==> config.mk <==
export PLATFORM = sky130hd
export DESIGN_NAME = dot8_acc_flat
export DESIGN_NICKNAME = d
export VERILOG_FILES = /design/src/rtl/dot8_pkg.sv /design/src/rtl/dot8_acc_if.sv /design/src/rtl/dot8_mul.sv /design/src/rtl/dot8_acc.sv /design/src/flat_wrapper.sv
export SDC_FILE = /design/constraint.sdc
export NUM_CORES = 1
export LEC_CHECK = 0
export CORE_MARGIN = 2
export CORE_UTILIZATION = 30
export CTS_CLUSTER_SIZE = 25
export DETAILED_ROUTE_END_ITERATION = 8
export HOLD_SLACK_MARGIN = 0.05
export PLACE_DENSITY = 0.46
export SLEW_MARGIN = 20
export SYNTH_ARGS = -nofsm -noshare
export SYNTH_HDL_FRONTEND = slang
export SYNTH_SLANG_ARGS = --single-unit
==> constraint.sdc <==
create_clock -name clk -period 2.9 [get_ports clk]
set_clock_uncertainty 0.1 [all_clocks]
set_input_delay 0.58 -clock clk [delete_from_list [all_inputs] [get_ports clk]]
set_output_delay 0.58 -clock clk [all_outputs]
set_load 0.01 [all_outputs]
==> src/rtl/dot8_pkg.sv <==
// Shared types and constants for the dot8 accumulator slice.
package dot8_pkg;

  typedef enum logic {
    ST_ACC  = 1'b0,
    ST_HOLD = 1'b1
  } state_t;

  localparam int OP_W   = 8;
  localparam int PROD_W = 16;

  // A counter must be at least one bit wide, even when LEN is 1.
  function automatic int cnt_w(input int len);
    int w;
    w = $clog2(len);
    return (w < 1) ? 1 : w;
  endfunction

endpackage

==> src/rtl/dot8_acc_if.sv <==
// Operand-pair input stream and result output stream of dot8_acc.
interface dot8_acc_if #(
  parameter int ACC_W = 24
);
  import dot8_pkg::*;

  logic            in_valid;
  logic            in_ready;
  logic [OP_W-1:0] a;
  logic [OP_W-1:0] b;
  logic            clr;
  logic            out_valid;
  logic            out_ready;
  logic [ACC_W-1:0] out_sum;
  logic            out_ovf;

  modport master (
    output in_valid, a, b, clr, out_ready,
    input  in_ready, out_valid, out_sum, out_ovf
  );

  modport slave (
    input  in_valid, a, b, clr, out_ready,
    output in_ready, out_valid, out_sum, out_ovf
  );

endinterface

==> src/rtl/dot8_mul.sv <==
// Combinational unsigned 8x8 -> 16 shift-add multiplier (no pipeline register).
module dot8_mul
  import dot8_pkg::*;
(
  input  logic [OP_W-1:0]   a,
  input  logic [OP_W-1:0]   b,
  output logic [PROD_W-1:0] prod
);

  logic [PROD_W-1:0] pp [OP_W];

  generate
    for (genvar gi = 0; gi < OP_W; gi++) begin : g_pp
      assign pp[gi] = b[gi] ? (PROD_W'(a) << gi) : '0;
    end
  endgenerate

  always_comb begin
    prod = '0;
    for (int i = 0; i < OP_W; i++) begin
      prod = prod + pp[i];
    end
  end

endmodule

==> src/rtl/dot8_acc.sv <==
// Dot-product accumulator: sums LEN products a*b, then holds the result for downstream.
// Optional DOT8_SAT_EN: accumulator clamps at 2^ACC_W-1 on overflow instead of wrapping.
module dot8_acc
  import dot8_pkg::*;
#(
  parameter int LEN   = 8,
  parameter int ACC_W = 24
) (
  input  logic       clk,
  input  logic       rst_n,
  dot8_acc_if.slave  bus
);

  localparam int               CNT_W = cnt_w(LEN);
  localparam logic [CNT_W-1:0] LAST  = CNT_W'(LEN - 1);

  state_t            state_reg, state_next;
  logic [ACC_W-1:0]  acc_reg, acc_next;
  logic [ACC_W-1:0]  sum_reg, sum_next;
  logic [CNT_W-1:0]  cnt_reg, cnt_next;
  logic              ovf_reg, ovf_next;
  logic              out_ovf_reg, out_ovf_next;
  logic              valid_reg, valid_next;

  logic [PROD_W-1:0] prod;
  logic [ACC_W:0]    sum_full;
  logic              ovf_upd;
  logic [ACC_W-1:0]  acc_upd;

  dot8_mul u_mul (
    .a    (bus.a),
    .b    (bus.b),
    .prod (prod)
  );

  // One extra bit captures the carry out of the ACC_W-bit add.
  assign sum_full = {1'b0, acc_reg} + (ACC_W + 1)'(prod);
  assign ovf_upd  = ovf_reg | sum_full[ACC_W];

`ifdef DOT8_SAT_EN
  assign acc_upd = ovf_upd ? {ACC_W{1'b1}} : sum_full[ACC_W-1:0];
`else
  assign acc_upd = sum_full[ACC_W-1:0];
`endif

  assign bus.in_ready  = (state_reg == ST_ACC);
  assign bus.out_valid = valid_reg;
  assign bus.out_sum   = sum_reg;
  assign bus.out_ovf   = out_ovf_reg;

  always_comb begin
    state_next   = state_reg;
    acc_next     = acc_reg;
    cnt_next     = cnt_reg;
    ovf_next     = ovf_reg;
    sum_next     = sum_reg;
    out_ovf_next = out_ovf_reg;
    valid_next   = valid_reg;
    case (state_reg)
      ST_ACC: begin
        // clr wins over a simultaneous accept; that pair is dropped.
        if (bus.clr) begin
          acc_next = '0;
          cnt_next = '0;
          ovf_next = 1'b0;
        end else if (bus.in_valid) begin
          if (cnt_reg == LAST) begin
            sum_next     = acc_upd;
            out_ovf_next = ovf_upd;
            valid_next   = 1'b1;
            acc_next     = '0;
            cnt_next     = '0;
            ovf_next     = 1'b0;
            state_next   = ST_HOLD;
          end else begin
            acc_next = acc_upd;
            cnt_next = cnt_reg + CNT_W'(1);
            ovf_next = ovf_upd;
          end
        end
      end
      ST_HOLD: begin
        if (bus.out_ready) begin
          valid_next = 1'b0;
          state_next = ST_ACC;
        end
      end
      default: state_next = ST_ACC;
    endcase
  end

  always_ff @(posedge clk or negedge rst_n) begin
    if (!rst_n) begin
      state_reg   <= ST_ACC;
      acc_reg     <= '0;
      cnt_reg     <= '0;
      ovf_reg     <= 1'b0;
      sum_reg     <= '0;
      out_ovf_reg <= 1'b0;
      valid_reg   <= 1'b0;
    end else begin
      state_reg   <= state_next;
      acc_reg     <= acc_next;
      cnt_reg     <= cnt_next;
      ovf_reg     <= ovf_next;
      sum_reg     <= sum_next;
      out_ovf_reg <= out_ovf_next;
      valid_reg   <= valid_next;
    end
  end

endmodule

==> src/flat_wrapper.sv <==
// flat-port wrapper written by rule: the top's interface ports become plain ports
module dot8_acc_flat import dot8_pkg::*;
#(
  parameter int LEN   = 8,
  parameter int ACC_W = 24
)
  (clk, rst_n, bus_in_valid, bus_a, bus_b, bus_clr, bus_out_ready, bus_in_ready, bus_out_valid, bus_out_sum, bus_out_ovf);
  dot8_acc_if #(.ACC_W(ACC_W)) bus_i ();
  input  logic clk;
  input  logic rst_n;
  input wire logic [$bits(bus_i.in_valid)-1:0] bus_in_valid;
  input wire logic [$bits(bus_i.a)-1:0] bus_a;
  input wire logic [$bits(bus_i.b)-1:0] bus_b;
  input wire logic [$bits(bus_i.clr)-1:0] bus_clr;
  input wire logic [$bits(bus_i.out_ready)-1:0] bus_out_ready;
  output wire logic [$bits(bus_i.in_ready)-1:0] bus_in_ready;
  output wire logic [$bits(bus_i.out_valid)-1:0] bus_out_valid;
  output wire logic [$bits(bus_i.out_sum)-1:0] bus_out_sum;
  output wire logic [$bits(bus_i.out_ovf)-1:0] bus_out_ovf;
  assign bus_i.in_valid = bus_in_valid;
  assign bus_i.a = bus_a;
  assign bus_i.b = bus_b;
  assign bus_i.clr = bus_clr;
  assign bus_i.out_ready = bus_out_ready;
  assign bus_in_ready = bus_i.in_ready;
  assign bus_out_valid = bus_i.out_valid;
  assign bus_out_sum = bus_i.out_sum;
  assign bus_out_ovf = bus_i.out_ovf;
  dot8_acc #(.LEN(LEN), .ACC_W(ACC_W)) u_core (.clk(clk), .rst_n(rst_n), .bus(bus_i));
endmodule
# Yosys cells after proc, flatten, opt, wreduce, memory -nomap -nowiden
# Index checks and enable logic that the tools add are counted.
[op_classes]
add_sub_neg = 9
n_reduce_logical = 4
bitwise = 3
n_eq_ne = 5
muxes = 27
[ops]
columns = ["cell", "n"]
rows = [
  ["$mux 24", 3],
  ["$add 16x16->16", 3],
  ["$add 24x16->25", 1],
  ["$add 16x10->16", 1],
  ["$add 16x11->16", 1],
  ["$add 16x15->16", 1],
  ["$mux 15", 1],
  ["$mux 14", 1],
  ["$mux 13", 1],
  ["$mux 12", 1],
  ["$mux 1", 11],
  ["$mux 11", 1],
  ["$add 8x9->10", 1],
  ["$mux 10", 1],
  ["$mux 3", 3],
  ["$mux 9", 1],
  ["$mux 8", 1],
  ["$reduce_and 4->1", 2],
  ["$ne 2x2->1 const B", 3],
  ["$pmux 1 s2", 2],
  ["$add 3x1->3 const B", 1],
  ["$eq 3x3->1 const B", 1],
  ["$ne 2x1->1 const B", 1],
  ["$not 1->1", 2],
  ["other kinds (3)", 3],
]
[totals]
output_inout_bits = 27
word_cells = 55
register_bits = 55
in_bits = 21

# Depth between registers and ports, before layout
[depth]
ltp_word = 13
mapped_depth = 34
depth_no_buf = 32

# Hierarchy
# Synthesis repeated with hierarchy kept, for this count alone.
[hier_totals]
cells_unflattened = 566
hier_area_um2 = 5138.7
[modules_own_cells]
columns = ["mod", "area_each_um2", "cells_each", "seq_area_each_um2", "n_inst"]
rows = [
  ["dot8_acc", 3176.8, 341, 1376.3, 1],
  ["dot8_mul", 1961.9, 225, 0.0, 1],
]

# Least setup slack after synthesis
# Ideal clock, no wire load.
[synth_path]
path_type = "input to register"
startpoint = "in bus_a[1]"
endpoint = "reg u_core.sum_reg[18] (netlist: u_core.bus.out_sum[18])"
required_ps = 2658
path_stages = 32
arrival_time_ps = 7134
setup_time_ps = 142
setup_slack_ps = -4476
path_buffers = 2
cell_sequence = "and2_1 ha_1 inv_1 fa_1 nor2b_1 o21ai_0 a21boi_0 o21a_1 nor2_1 xnor2_1 fa_1 inv_1 fa_1 inv_1 fa_1 fa_1 fa_1 a21o_1 a21oi_1 nor2b_1 o21a_1 o211a_1 xor2_1 ha_1 buf_2 and3_1 and2_1 buf_4 or3_1 nand3_1 or3_1 a31oi_1"
[synth_via]
elab_chain_cells = 9
elab_cells_between_ends = 16
cone_classes = "add/sub: 8; mux: 8"
[synth_rtl]
columns = ["item", "line_no", "text"]
rows = [
  ["from (decl)", "flat_wrapper.sv:12", "input wire logic [$bits(bus_i.a)-1:0] bus_a;"],
  ["$mux 8 or $mux 9 (tied branches)", "dot8_mul.sv:14", "assign pp[gi] = b[gi] ? (PROD_W'(a) << gi) : '0;"],
  ["$add 8x9->10", "dot8_mul.sv:21", "prod = prod + pp[i];"],
  ["$add 16x10->16", "dot8_mul.sv:21", ""],
  ["$add 16x11->16", "dot8_mul.sv:21", ""],
  ["$add 16x16->16 (3 in series)", "dot8_mul.sv:21", ""],
  ["$add 16x15->16 (*)", "dot8_mul.sv:21", ""],
  ["$add 24x16->25 (*)", "dot8_acc.sv:37", "assign sum_full = {1'b0, acc_reg} + (ACC_W + 1)'(prod);"],
  ["to (signal assigned)", "dot8_acc.sv:106", "sum_reg <= sum_next;"],
  ["to (decl)", "dot8_acc.sv:19", "logic [ACC_W-1:0] sum_reg, sum_next;"],
]
# Every way passes the cells marked *; elsewhere a longest branch is shown, timed or not.
# A chain may end at the register's enable or synchronous reset.

# Worst setup path after layout
[layout_path]
startpoint = "in bus_b[0]"
endpoint = "reg u_core.sum_reg[18] (netlist: u_core.bus.out_sum[18])"
[layout_via]
elab_chain_cells = 9
[layout_rtl]
columns = ["item", "line_no", "text"]
rows = [
  ["from (decl)", "flat_wrapper.sv:13", "input wire logic [$bits(bus_i.b)-1:0] bus_b;"],
  ["$mux 8", "dot8_mul.sv:14", ""],
  ["$add 8x9->10", "dot8_mul.sv:21", ""],
  ["$add 16x10->16", "dot8_mul.sv:21", ""],
  ["$add 16x11->16", "dot8_mul.sv:21", ""],
  ["$add 16x16->16 (3 in series)", "dot8_mul.sv:21", ""],
  ["$add 16x15->16", "dot8_mul.sv:21", ""],
  ["$add 24x16->25", "dot8_acc.sv:37", ""],
]
# No other way between the ends.

==> results.tsv <==
metric	value	unit
fmax	0.1418	GHz
fp.dieH	136.5	um
power_frac_comb	79.4	%
dp_slack	-5038	ps
initial_core_util	30.55	%
clock_latency	290	ps
r2r-end	u_core.acc_reg[22]	
min_period	7051	ps
synth-async-reset-ratio	100.0	%
yosys.cell_count.top_type	nand2_1	
clkSinkCount	55	
synth-seq-cells	55	
dieWidth	136.5	um
place_area	7020	sq um
clock_path_buffers	2	
fp.coreArea	17240	sq um
criticalPathCategory	in -> reg	
drc	0	
fin_setup_tns	-139740	ps
p_leak	3.773	nW
synthToLayoutAreaGrowth	55.29	%
start_kind	primary input	
post-route-period-util	243.1	%
hold_viol	0	
rr_worst_depth	10	
maxCapViolCount	0	
clk_pin_slew	70	ps
num_rows	48	
drive_gt1_share	38.56	%
critPathTopFamily	adder cells	
final_nets	875	
yosysTopAreaCell	dfrtp_1	
hold_path.class	in -> async	
synth_area_leaders	dfrtp_1 26%, fa_1 13%, ha_1 13%	
slew_viol_final	0	
ys_top_cells_by_count	93 x nand2_1, 66 x inv_1, 55 x dfrtp_1	
grt_pass1_vias	5049	
cp.buffers_inverters	5	
dp_hpwl	11.09	mm
numCtsBuffers	5	
gp_congestion	0.8163	
ys_seq_area_share	26.13	%
wl	14.90	mm
vdd_drop_max	0.5925	mV
syn_inst	595	
synthSimpleGateAreaFrac	19.74	%
p_sw	0.003262	W
synth_ff_type	dfrtp_1	
worstPathArrival	7110	ps
fin_area	8178	sq um
synthAdderAreaFrac	26.13	%
post_synth_mux_area_share	0.5702	%
synth_xor_xnor_area_share	3.825	%
whs	231.9	ps
rsz0062_at_grt	true	
grt_overflow	0	
cts.htree.levels	2	
status	finished with violations	
port_buffers	47	
violations	negative setup slack	
ys_types	58	
final.setup.worst_slack	-4151	ps
setup_viol	44	
boundaryPins	48	
synth.top_cell.area_share	26.13	%
avgSynthCellArea	8.851	sq um
p_int	0.004483	W
drtAntennaViolNets	0	
cpPeakStageDelay	520	ps
wl_met3	310	um
cts_tree	yes	
synth_warnings	0	
routedWlPerCell	15.05	um
vias	4854	
grt_pass1_wl	24.76	mm
antennaDiodeCount	0	
clock_power_share	8.8	%
synth_top_family_by_area	adder cells	
antenna_found_initial	0	
critPathMostFrequentCell	fa_1	
synth_compound_gate_area_share	17.53	%
grt_usage	16.50	%
seq_power_share	11.8	%
r2r-start	u_core.acc_reg[0]	
grt_max_degree	31	
critical_path.slowest_cell	fa_1	
powerDensity	947.0	nW/um^2
synth-edff-count	0	
synth_nets	705	
r2r_slack	150	ps
cts-root-buf	clkbuf_16	
cp.required	2960	ps
worstMarginPinSlew	707.5	ps
met2WireLength	7.799	mm
wl_met1	6.732	mm
drtIter0Drc	204	
crit_path_max_fanout	5	
viasPerCell	4.903	
crit_path_end_kind	flip-flop	
p_sw_share	42.12	%
drtPass1Iterations	4	
top_layer	met4	
finish.utilization	47.44	%
max_slew_margin	52.47	%
dieArea	18630	sq um
netlist_area	5266	sq um
## how the worst max path moves through the flow
stage,startpoint,endpoint,slack (ps),depth (start not counted)
2_1_floorplan,bus_a[0],u_core.bus.out_sum[18],-4120,30
3_3_place_gp,bus_b[0],u_core.bus.out_sum[18],-4900,31
3_5_place_dp,bus_b[0],u_core.bus.out_sum[22],-5040,31
4_1_cts,bus_b[0],u_core.acc_reg[22],-4220,32
5_1_grt,bus_b[0],u_core.bus.out_sum[22],-4420,31
6_report,bus_b[0],u_core.bus.out_sum[18],-4150,31
## kinds of logic (layout without fill, tap and decap cells)
group	after synthesis	count (layout)
AOI/OAI and AO/OA	135	136
adders and majority gates	89	89
buffers and inverters	82	251
xor gates and xnor gates	23	23
and+or+nand+nor	208	208
DFF	55	55
muxes	3	3
## power by group through the flow
stage	Clock, W	Sequential [W]	Combinational (W)
detailed placement	0	0.000924	0.00447
global placement	0	0.000921	0.00442
global route	0.000731	0.000927	0.00670
CTS	0.000701	0.000912	0.00544
finish	0.000678	0.000916	0.00615
floorplan	0	0.000906	0.00288
## final cells by class
class,count,area (sq um)
Clock buffer,6,128.9
Clock inverter,1,30.03
Fill cell,1608,9059
Inverter,66,247.7
Multi-Input combinational cell,459,4533
Sequential cell,55,1376
Tap cell,225,281.5
Timing Repair Buffer,178,1580
## what timing repair did
item | CTS | global route
hold buffers | 0 | 0
endpoints found under the setup margin | 46 | 44
pin swaps | 67 | 69
buffers inserted | 21 | 19
resized for setup | 116 | 79
cloned | 0 | 1
## cell usage in the layout (no fill, tap or decap), types with 4 or more instances in the layout
| cell | n |
|---|---|
| dfrtp_1 | 55 |
| a21oi_4 | 7 |
| fa_1 | 31 |
| a21oi_1 | 5 |
| a21oi_2 | 8 |
| nand2_4 | 5 |
| inv_2 | 15 |
| nand3_2 | 4 |
| nor2_1 | 16 |
| nand2_1 | 84 |
| buf_6 | 32 |
| and2_1 | 32 |
| xor2_1 | 4 |
| xor2_2 | 6 |
| xnor2_2 | 5 |
| and2_4 | 5 |
| or3_1 | 5 |
| o21ai_2 | 17 |
| nor3_1 | 4 |
| xnor2_1 | 4 |
| a211o_1 | 5 |
| fa_2 | 4 |
| buf_4 | 99 |
| o21ai_1 | 18 |
| nand4_1 | 6 |
| o211ai_1 | 9 |
| o2111ai_2 | 4 |
| a31oi_1 | 8 |
| a21o_1 | 7 |
| inv_1 | 51 |
| o31ai_1 | 4 |
| ha_4 | 21 |
| clkdlybuf4s50_1 | 37 |
| clkbuf_16 | 5 |
| ha_1 | 31 |
| nand3_1 | 7 |
| o21ai_0 | 10 |
## through the flow
step                      total power [W]  std cells
after floorplan                  0.003783        595
after global placement           0.005341        951
after detailed placement         0.005396        951
after CTS                        0.007049        974
after global routing             0.008357        990
final                            0.007745        990
## worst register-to-register path, stage by stage, from the launching register on
cell,delay (ps)
dfrtp_1,380
ha_1,200
inv_1,60
fa_1,390
nor2b_1,260
o2111ai_4,160
a21oi_4,340
nor4b_4,80
buf_6,150
or4_1,460
nand3_1,110
## layer usage
layer | GRT usage, % | up-vias
li1 | - | 2376
met1 | 22.03 | 2417
met2 | 29.22 | 57
met3 | 2.111 | 4
met4 | 2.141 | 0
met5 | 0 | -
(Power assumes the default switching activity.)
